`src/rtl/serial_adder_pkg.sv`:
```
// rtl/serial_adder_pkg.sv - shared types and sizing helpers for the bit-serial adder
package serial_adder_pkg;

   localparam int DEFAULT_WIDTH = 8;

   typedef enum logic [1:0] {
      IDLE = 2'd0,
      ADD  = 2'd1,
      DONE = 2'd2
   } state_t;

   // Bit counter only has to reach WIDTH-1; keep at least one bit.
   function automatic int cnt_width(input int w);
      return (w > 2) ? $clog2(w) : 1;
   endfunction

endpackage

```
`src/rtl/serial_adder_fa_bit.sv`:
```
// rtl/serial_adder_fa_bit.sv - full-adder cell built from two half-adder stages
module ha_bit (
   input  logic x,
   input  logic y,
   output logic s,
   output logic c
);
   assign s = x ^ y;
   assign c = x & y;
endmodule

module fa_bit (
   input  logic x,
   input  logic y,
   input  logic cin,
   output logic s,
   output logic cout
);
   logic s0;
   logic c0;
   logic c1;

   ha_bit u_ha0 (.x(x),  .y(y),   .s(s0), .c(c0));
   ha_bit u_ha1 (.x(s0), .y(cin), .s(s),  .c(c1));

   // The two half-adder carries can never both be set, so OR gives the majority.
   assign cout = c0 | c1;
endmodule

```
`src/rtl/serial_adder.sv`:
```
// rtl/serial_adder.sv - LSB-first bit-serial adder; SERIAL_ADDER_SUB_EN adds a subtract port
module serial_adder
   import serial_adder_pkg::*;
#(
   parameter int WIDTH = DEFAULT_WIDTH
) (
   input  logic             clk,
   input  logic             rst,
   input  logic             in_valid,
   output logic             in_ready,
`ifdef SERIAL_ADDER_SUB_EN
   input  logic             sub,
`endif
   input  logic [WIDTH-1:0] a,
   input  logic [WIDTH-1:0] b,
   output logic             out_valid,
   input  logic             out_ready,
   output logic [WIDTH-1:0] sum,
   output logic             carry_out
);

   localparam int CW = cnt_width(WIDTH);

   state_t           state_q;
   state_t           state_d;
   logic [WIDTH-1:0] a_sr;
   logic [WIDTH-1:0] b_sr;
   logic [WIDTH-1:0] sum_sr;
   logic             carry_q;
   logic [CW-1:0]    cnt_q;
   logic             last_bit;
   logic             fa_s;
   logic             fa_c;
   logic [WIDTH-1:0] b_load;
   logic             carry_init;

`ifdef SERIAL_ADDER_SUB_EN
   // a - b == a + ~b + 1; the +1 rides in through the initial carry.
   assign b_load     = sub ? ~b : b;
   assign carry_init = sub;
`else
   assign b_load     = b;
   assign carry_init = 1'b0;
`endif

   assign last_bit = (cnt_q == CW'(WIDTH - 1));

   fa_bit u_fa (
      .x   (a_sr[0]),
      .y   (b_sr[0]),
      .cin (carry_q),
      .s   (fa_s),
      .cout(fa_c)
   );

   always_ff @(posedge clk) begin
      if (rst) begin
         state_q <= IDLE;
      end else begin
         state_q <= state_d;
      end
   end

   always_comb begin
      state_d   = state_q;
      in_ready  = 1'b0;
      out_valid = 1'b0;
      case (state_q)
         IDLE: begin
            in_ready = 1'b1;
            if (in_valid) state_d = ADD;
         end
         ADD: begin
            if (last_bit) state_d = DONE;
         end
         DONE: begin
            out_valid = 1'b1;
            if (out_ready) state_d = IDLE;
         end
         default: state_d = IDLE;
      endcase
   end

   always_ff @(posedge clk) begin
      if (rst) begin
         a_sr      <= '0;
         b_sr      <= '0;
         sum_sr    <= '0;
         carry_q   <= 1'b0;
         cnt_q     <= '0;
         sum       <= '0;
         carry_out <= 1'b0;
      end else begin
         case (state_q)
            IDLE: begin
               if (in_valid) begin
                  a_sr    <= a;
                  b_sr    <= b_load;
                  carry_q <= carry_init;
                  cnt_q   <= '0;
               end
            end
            ADD: begin
               a_sr    <= a_sr >> 1;
               b_sr    <= b_sr >> 1;
               sum_sr  <= {fa_s, sum_sr[WIDTH-1:1]};
               carry_q <= fa_c;
               // Result registers are only written on the final bit, so they hold between operations.
               if (last_bit) begin
                  sum       <= {fa_s, sum_sr[WIDTH-1:1]};
                  carry_out <= fa_c;
               end else begin
                  cnt_q <= cnt_q + 1'b1;
               end
            end
            default: ;
         endcase
      end
   end

endmodule

```
`config.mk`:
```
export PLATFORM = sky130hd
export DESIGN_NAME = serial_adder
export DESIGN_NICKNAME = d
export VERILOG_FILES = /design/src/rtl/serial_adder_pkg.sv /design/src/rtl/serial_adder_fa_bit.sv /design/src/rtl/serial_adder.sv
export SDC_FILE = /design/constraint.sdc
export NUM_CORES = 1
export LEC_CHECK = 0
export CAP_MARGIN = 40
export CORE_MARGIN = 2
export CORE_UTILIZATION = 55
export CTS_BUF_LIST = sky130_fd_sc_hd__clkbuf_4 sky130_fd_sc_hd__clkbuf_8 sky130_fd_sc_hd__clkbuf_16
export CTS_CLUSTER_SIZE = 20
export DETAILED_ROUTE_END_ITERATION = 10
export GPL_TIMING_DRIVEN = 0
export PLACE_DENSITY = 0.91
export SLEW_MARGIN = 20
export SYNTH_ARGS = -nofsm -noshare
export SYNTH_HDL_FRONTEND = slang
export SYNTH_HIERARCHICAL = 1
export SYNTH_SLANG_ARGS = --single-unit
```
`constraint.sdc`:
```
create_clock -name clk -period 1.9 [get_ports clk]
set_input_delay 0.38 -clock clk [delete_from_list [all_inputs] [get_ports clk]]
set_output_delay 0.38 -clock clk [all_outputs]
set_load 0.02 [all_outputs]
```
---- After elaboration in Yosys (flattened, before gate mapping) ----
Cells that the tools add are included.
cells by class
  add/sub/neg operators ................... 1
  $mul .................................... 0
  divide/modulo/power cells ............... 0
  $lt $le $gt $ge ......................... 0
  equality and inequality tests ........... 7
  shift-type cells ........................ 0
  multiplexer cells ....................... 15
  bitwise gates (word level) .............. 5
  reductions and logical operators ........ 6
operators with widths
  operator                                              number
  case mux 8 bit (2 select lines)                       2
  two-way mux 8 bit                                     2
  != test 2 bit (second input constant)                 4
  two-way mux 2 bit                                     3
  two-way mux 3 bit                                     2
  case mux 2 bit (3 select lines)                       1
  case mux 3 bit (2 select lines)                       1
  AND reduction 3 bit                                   2
  AND reduction 2 bit                                   2
  adder 3 x 1 -> 3 bit (second input constant)          1
  equality test 3 bit (second input constant)           1
  two-way mux 1 bit                                     3
  bitwise AND 1 bit                                     2
  equality test 2 x 1 -> 1 bit (second input constant)  1
  equality test 2 bit (second input constant)           1
  logical NOT 2 bit                                     1
  case mux 1 bit (2 select lines)                       1
  nonzero test 2 bit                                    1
  bitwise XOR 1 bit                                     2
  bitwise OR 1 bit                                      1
word-level totals
  register bits ........................... 39
  latch bits .............................. 0
  RAM bits ................................ 0
  bits in read-only memories .............. 0
  word-level logic and storage cells ...... 42
  memories ................................ 0

---- Depth between registers and ports, before layout ----
Gate-level depths: netlist (run 1).
  depth after elaboration ................. 4
  mapped depth ............................ 6
  mapped depth without buffers ............ 5

---- Hierarchy ----
The synthesis (run 1) kept the hierarchy.
modules (own cells, without submodules)
  module        instances  cells an instance  area each (um^2)  sequential area each (um^2)
  serial_adder  1          179                1,689.1           760.7
  ha_bit        2          1                  12.5              0.0
  fa_bit        1          1                  6.3               0.0

---- Worst setup path before layout (run 1) ----
No wires, ideal clock.
  kind .................................... reg2reg
  start point ............................. register b_sr[0]
  end point ............................... register carry_q
  arrival time ............................ 1,154 ps
  slack ................................... 619 ps
  cell stages (with the launch flop) ...... 6
  path buffers ............................ 0
  path through ............................ dfxtp_1 -> ha_1 -> ha_1 -> or2_1 -> a22oi_1 -> nor2_1
between the ends
  longest elaborated chain between the ends .. 4
ends and longest elaborated chain
  element                          line                       text
  start, declared                  serial_adder.sv:27         logic [WIDTH-1:0] b_sr;
  start signal, assigned           serial_adder.sv:98         b_sr <= b_load;
  start signal, assigned           serial_adder.sv:105        b_sr <= b_sr >> 1;
  bitwise XOR 1 bit                serial_adder_fa_bit.sv:8   assign s = x ^ y;
  named net u_fa.s0                serial_adder_fa_bit.sv:19  logic s0;
  bitwise AND 1 bit                serial_adder_fa_bit.sv:9   assign c = x & y;
  named net u_fa.c1                serial_adder_fa_bit.sv:21  logic c1;
  bitwise OR 1 bit                 serial_adder_fa_bit.sv:27  assign cout = c0 | c1;
  named net fa_c                   serial_adder.sv:33         logic fa_c;
  case mux 1 bit (2 select lines)  serial_adder.sv:94         case (state_q)
  end signal, assigned             serial_adder.sv:99         carry_q <= carry_init;
  end, declared                    serial_adder.sv:29         logic carry_q;
The timed path passes the listed nets, and every way through them passes these cells.
A chain may end at the register's enable or synchronous reset.

---- Final worst setup path (run 1) ----
  start point ............................. register state_q[0]
  end point ............................... output port in_ready
between the ends
  longest elaborated chain between the ends .. 2
ends and longest elaborated chain
  element                 line                text
  start, declared         serial_adder.sv:24  state_t state_q;
  start signal, assigned  serial_adder.sv:60  state_q <= state_d;
  logical NOT 2 bit       serial_adder.sv:68  case (state_q)
  two-way mux 1 bit       serial_adder.sv:68
  end, declared           serial_adder.sv:10  output logic in_ready,
No other way between the ends.

==> run_results.csv, run 1 <==
group,metric,value,unit
power_and_ir_drop,cellPowerDensity,775,nW/um2
finish,diodes,0,
synthesis,async_reset_ff_frac,0,
global_routing,grt_pass1_wl,5.75,mm
die,start_util,0.573,
placed_design,hpwlAfterDp,2.31,mm
clocking,clk_path_buf_depth,2,
detailed_routing,drt-vias-per-instance,5.47,
detailed_routing,drtIter0Drc,40,
clocking,path_clk_slew,0.11,ns
outcome,status,"finished, final reports clean",
placed_design,place_congestion,0.788,
die,ios,31,
timing,fin_skew,0.00734,ns
synthesis,synth_top_area_cell,"dfxtp_1",
worst_setup_path,worstPathRequired,1.52,ns
synthesis,synth_edf_count,0,
die,die_w,59.9,um
finish,fill_cells,234,
detailed_routing,routed_wirelength,3.27,mm
clocking,clock_insertion_delay_worst_skew,0.35,ns
worst_setup_path,max_stage_delay,0.39,ns
clocking,numCtsBuffers,5,
global_routing,grt_max_degree,12,
synthesis,yosysTopAreaCellShare,0.442,
synthesis,yosys-top-cells-area,"dfxtp_1 (44%), mux2i_1 (8.7%), a211oi_2 (6.5%)",
finish,syn_to_final_growth,23.9,%
timing,rsz0062_at_grt,"no",
detailed_routing,drt_first_pass_iters,4,
timing,finalWorstSetupSlack,0.0904,ns
placed_design,dp.cells,244,
clocking,clock_sinks,38,
die,die_h,59.9,um
die,core,3000,um2
die,dieArea,3590,um2
worst_setup_path,worst_setup_path_start_kind,"flop",
run,drv_cap,0,
synthesis,syn_inst,182,
timing,drv_slew,0,
worst_setup_path,cp.arrival,1.43,ns
synthesis,synth.avg_cell_area,9.45,um2
global_routing,grt_pass1_vias,1283,
timing,hold_violations,0,
synthesis,synth_seq_cells,38,
detailed_routing,via_count,1372,
global_routing,antenna_found_initial,0,
power_and_ir_drop,finalPower,0.00165,W
worst_setup_path,cp-end-kind,"output port",
clocking,htreeDepth,2,
power_and_ir_drop,ir_worst_vdd,436,uV
timing,worst_pin_slew,0.637,ns
worst_setup_path,path_common_cell,"buf_6",
global_routing,grt_usage,0.218,
detailed_routing,drt.antenna.violating_nets,0,
timing,relSlewSlack,0.575,
worst_setup_path,path_buf_inv,3,
worst_setup_path,crit_chain,"buf_6, buf_6, nor2_1, dlygate4sd2_1",
worst_setup_path,setup.worst_path.class,"reg2out",
clocking,root_buffer,"clkbuf_4",
placed_design,dpl_worst_slack,0.157,ns
synthesis,synth.most_common_cell,"dfxtp_1",
synthesis,synth_warnings,6,
worst_setup_path,critical-path-top-delay-family,"buffers and inverters",
die,rows,20,
timing,maxClockFrequency,553,MHz
timing,finalSetupViolCount,0,
synthesis,seq_area_frac_synth,0.442,
timing,period_needed,1.81,ns
power_and_ir_drop,p_leak,0.796,nW
synthesis,ys_types,30,
timing,fin_crit_sh,0.952,
finish,drive_gt1_frac,0.161,
synthesis,synth_area,1720,um2
synthesis,synth-main-ff-cell,"dfxtp_1",
synthesis,synth_nets,206,
worst_setup_path,crit_fanout,10,
global_routing,overflow,0,
detailed_routing,wl_per_cell,13.0,um
clocking,cts_tree,"yes",
timing,setup_tns,0,ns
worst_setup_path,cp_slowest_cell,"dfxtp_1",
finish,final_cell_count_no_fill,251,
placed_design,numPortBuffers,29,
synthesis,synth_common_cells,"dfxtp_1 (38), nand2_1 (26), a21oi_1 (20)",
finish,nNetsFinal,242,
detailed_routing,drc,0,
min_path,hold_class,"in2reg",
[area by class of cell]
type / count / area [um2] / area share
multi-input cells: 128 / 830 / 0.389
flip-flops and latches: 38 / 761 / 0.357
repair buffers: 29 / 288 / 0.135
plain buffers: 15 / 126 / 0.0593
clock buffers: 6 / 51.3 / 0.0241
well taps: 33 / 41.3 / 0.0194
clock inverters: 1 / 30.0 / 0.0141
inverters: 1 / 3.75 / 0.00176
[per-stage QoR]
stage               instance area, um2  utilization  hold WS, ns
finish                            2130        0.710        0.335
global route                      2130        0.710        0.335
CTS                               2130        0.710        0.327
detailed placement                2050        0.683        0.448
global placement                  2050        0.683        0.443
floorplan                         1720            -        0.437
[where the power goes]
group          internal, W  switching (W)
Clock             0.000306       0.000262
Combinational     0.000118       0.000109
Sequential        0.000832      0.0000229
Total              0.00126       0.000394
[flip-flops by register name (all words and copies together), names as in the netlist]
name,cells
b_sr,8
a_sr,8
state_q,2
cnt_q,3
carry_q,1
sum_sr,7
carry_out,1
sum,8
[kinds of logic after synthesis]
| kind of cell | share of synthesized area |
|---|---|
| AND/OR/NAND/NOR | 0.189 |
| AO/OA/AOI/OAI | 0.177 |
| flip-flops | 0.442 |
| adder cells (fa/ha/maj) | 0.0291 |
| multiplexers | 0.0873 |
| buffers and inverters | 0.0756 |
[final timing paths]
kind	startpoint	to	slack [ns]	cells after the start
min reg2reg	sum[3]	sum[3]	0.46	2
max reg2reg	cnt_q[0]	cnt_q[1]	0.47	6
max	state_q[0]	in_ready	0.09	4
min	rst	a_sr[0]	0.34	2
[routing by layer]
metal | GRT usage | wire length [um] | part of all wire
met5 | 0 | 0 | 0
met4 | 0.0857 | 63 | 0.019
met3 | 0.0649 | 146 | 0.045
met2 | 0.340 | 1510 | 0.46
met1 | 0.281 | 1560 | 0.48
[layout by cell type, fill, tap and decap left out, drive strengths merged, types with 2 or more instances in the layout]
cell type / instances
dfxtp: 38
a31oi: 3
nand2: 26
clkbuf: 9
a211oi: 14
nand3: 13
buf: 12
nor2: 18
nand2b: 2
dlygate4sd2: 2
a21oi: 20
clkdlybuf4s50: 27
o21ai: 2
ha: 4
mux2i: 15
nand4bb: 2
[what timing repair did]
| action | in CTS | in global routing |
|---|---|---|
| gates resized for setup | 2 | 0 |
| endpoints found under the setup margin | 2 | 0 |
| buffers inserted | 0 | 0 |
| hold buffers | 0 | 0 |
(Power assumes the default switching activity.)
==> run 2: changes to the inputs <==
--- a/config.mk
+++ b/config.mk
@@ -13,6 +13,7 @@
 export DETAILED_ROUTE_END_ITERATION = 10
 export GPL_TIMING_DRIVEN = 0
 export PLACE_DENSITY = 0.91
+export SETUP_SLACK_MARGIN = 0.15
 export SLEW_MARGIN = 20
 export SYNTH_ARGS = -nofsm -noshare
 export SYNTH_HDL_FRONTEND = slang
==> constraint.sdc (replaced) <==
create_clock -name clk -period 2.19 [get_ports clk]
set_input_delay 0.438 -clock clk [delete_from_list [all_inputs] [get_ports clk]]
set_output_delay 0.438 -clock clk [all_outputs]
set_load 0.02 [all_outputs]
==> run 2 against run 1 <==
Flip-flop and latch count did not move. Clock-buffer cell count unchanged. Largest cell class unchanged. Highest routed layer unchanged. Critical path type unchanged. Sequential power shrank 13%. Critical path depth decreased by 2. Cell count unchanged. Hold slack better by 0.057 ns. Clock skew hardly changed.
==> run_results.csv, run 2 (same netlist as run 1, synthesis figures left out) <==
group,metric,value,unit
detailed_routing,wl_met3,148,um
die,die_h,59.9,um
detailed_routing,drt.antenna.violating_nets,0,
placed_design,numPortBuffers,29,
timing,period_needed,1.97,ns
timing,worst_pin_slew,0.637,ns
clocking,numCtsBuffers,5,
worst_setup_path,crit_fanout,4,
detailed_routing,via_count,1379,
clocking,cts_tree,"yes",
finish,syn_to_final_growth,23.9,%
die,ios,31,
timing,finalSetupViolCount,0,
global_routing,overflow,0,
worst_setup_path,cp.arrival,1.53,ns
worst_setup_path,worstPathRequired,1.75,ns
global_routing,grt_pass1_vias,1283,
worst_setup_path,worst_setup_path_start_kind,"flop",
finish,postLayoutCoreUtil,0.710,
detailed_routing,wl_met2,1.50,mm
global_routing,grt_usage,0.218,
detailed_routing,top_layer,"met4",
worst_setup_path,setup.worst_path.class,"reg2out",
placed_design,dpl_worst_slack,0.389,ns
clocking,postCtsSetupBuffers,0,
timing,drv_slew,0,
die,core,3000,um2
global_routing,grt_max_degree,12,
finish,diodes,0,
die,start_util,0.573,
outcome,status,"finished, final reports clean",
power_and_ir_drop,ir_worst_vdd,378,uV
timing,fin_crit_sh,0.899,
detailed_routing,wl_per_cell,13.0,um
timing,maxClockFrequency,508,MHz
detailed_routing,drt-vias-per-instance,5.49,
clocking,cts_hold_buf,0,
clocking,clock_sinks,38,
power_and_ir_drop,cellPowerDensity,672,nW/um2
run,drv_cap,0,
global_routing,antenna_found_initial,0,
detailed_routing,wl_met1,1.56,mm
die,die_w,59.9,um
die,rows,20,
placed_design,place_congestion,0.788,
power_and_ir_drop,p_leak,0.791,nW
worst_setup_path,cp-end-kind,"output port",
finish,nNetsFinal,242,
die,dieArea,3590,um2
timing,fin_skew,0.00712,ns
timing,rsz0062_at_grt,"no",
finish,final_cell_count_no_fill,251,
detailed_routing,drtIter0Drc,40,
clocking,clock_insertion_delay_worst_skew,0.35,ns
detailed_routing,routed_wirelength,3.27,mm
finish,final_common_cell,"dfxtp_1",
timing,hold_violations,0,
finish,largestRegisters,"a_sr (8), b_sr (8), sum (8)",
timing,relSlewSlack,0.575,
clocking,root_buffer,"clkbuf_4",
min_path,hold_class,"in2reg",
placed_design,dp.cells,244,
clocking,htreeDepth,2,
global_routing,grt_pass1_wl,5.75,mm
detailed_routing,drc,0,
clocking,path_clk_slew,0.11,ns
timing,finalWorstSetupSlack,0.221,ns
finish,layout_common_cells,"dfxtp_1 (38), clkdlybuf4s50_1 (28), nand2_1 (26), a21oi_1 (20), mux2i_1 (15)",
timing,setup_tns,0,ns
detailed_routing,drt_first_pass_iters,4,
finish,drive_gt1_frac,0.161,
clocking,clk_path_buf_depth,2,
placed_design,hpwlAfterDp,2.31,mm
[run 2: cell count changes in the layout (fill, tap and decap cells not counted)]
cell / previous run / this run
clkdlybuf4s50_1: 27 / 28
dlygate4sd2_1: 2 / 1
[run 2: final cells by class]
| class | instances | area [um2] |
|---|---|---|
| fillers | 235 | 871 |
| multi-input cells | 128 | 830 |
| flip-flops and latches | 38 | 761 |
| repair buffers | 29 | 289 |
| plain buffers | 15 | 126 |
| clock buffers | 6 | 51.3 |
| well taps | 33 | 41.3 |
| clock inverters | 1 | 30.0 |
| inverters | 1 | 3.75 |
[run 2: critical path: stages (launching register included)]
cell and delay [ns]:
dfxtp_1 0.35, and2b_1 0.23, clkdlybuf4s50_1 0.60
[run 2: final timing paths]
path	startpoint	endpoint	slack, ns	cells after the start
setup / recovery	state_q[0]	out_valid	0.22	2
hold reg to reg	sum[3]	sum[3]	0.46	2
setup reg to reg	cnt_q[0]	cnt_q[1]	0.76	6
hold / removal	rst	a_sr[0]	0.39	2
[run 2: routing by layer]
metal,up-vias,global-route usage
li1,707,-
met1,634,0.281
met2,32,0.340
met3,6,0.0649
met4,0,0.0857
met5,-,0
[run 2: timing repair]
| item | in CTS | in global routing |
|---|---|---|
| endpoints found under the setup margin | 1 | 0 |
| resized for setup | 1 | 0 |
| hold endpoints to repair | 0 | 0 |
[run 2: per-stage QoR]
stage | total power [W] | hold slack (ns) | cell area [um2]
2_1_floorplan | 0.000890 | 0.437 | 1720
3_3_place_gp | 0.000950 | 0.443 | 2050
3_5_place_dp | 0.000955 | 0.448 | 2050
4_1_cts | 0.00144 | 0.385 | 2130
5_1_grt | 0.00149 | 0.393 | 2130
6_report | 0.00143 | 0.392 | 2130
[run 2: where the power goes]
group	internal (W)	total (W)	switching (W)
clock network	0.000266	0.000493	0.000227
registers	0.000722	0.000742	0.0000199
logic	0.000102	0.000197	0.0000947
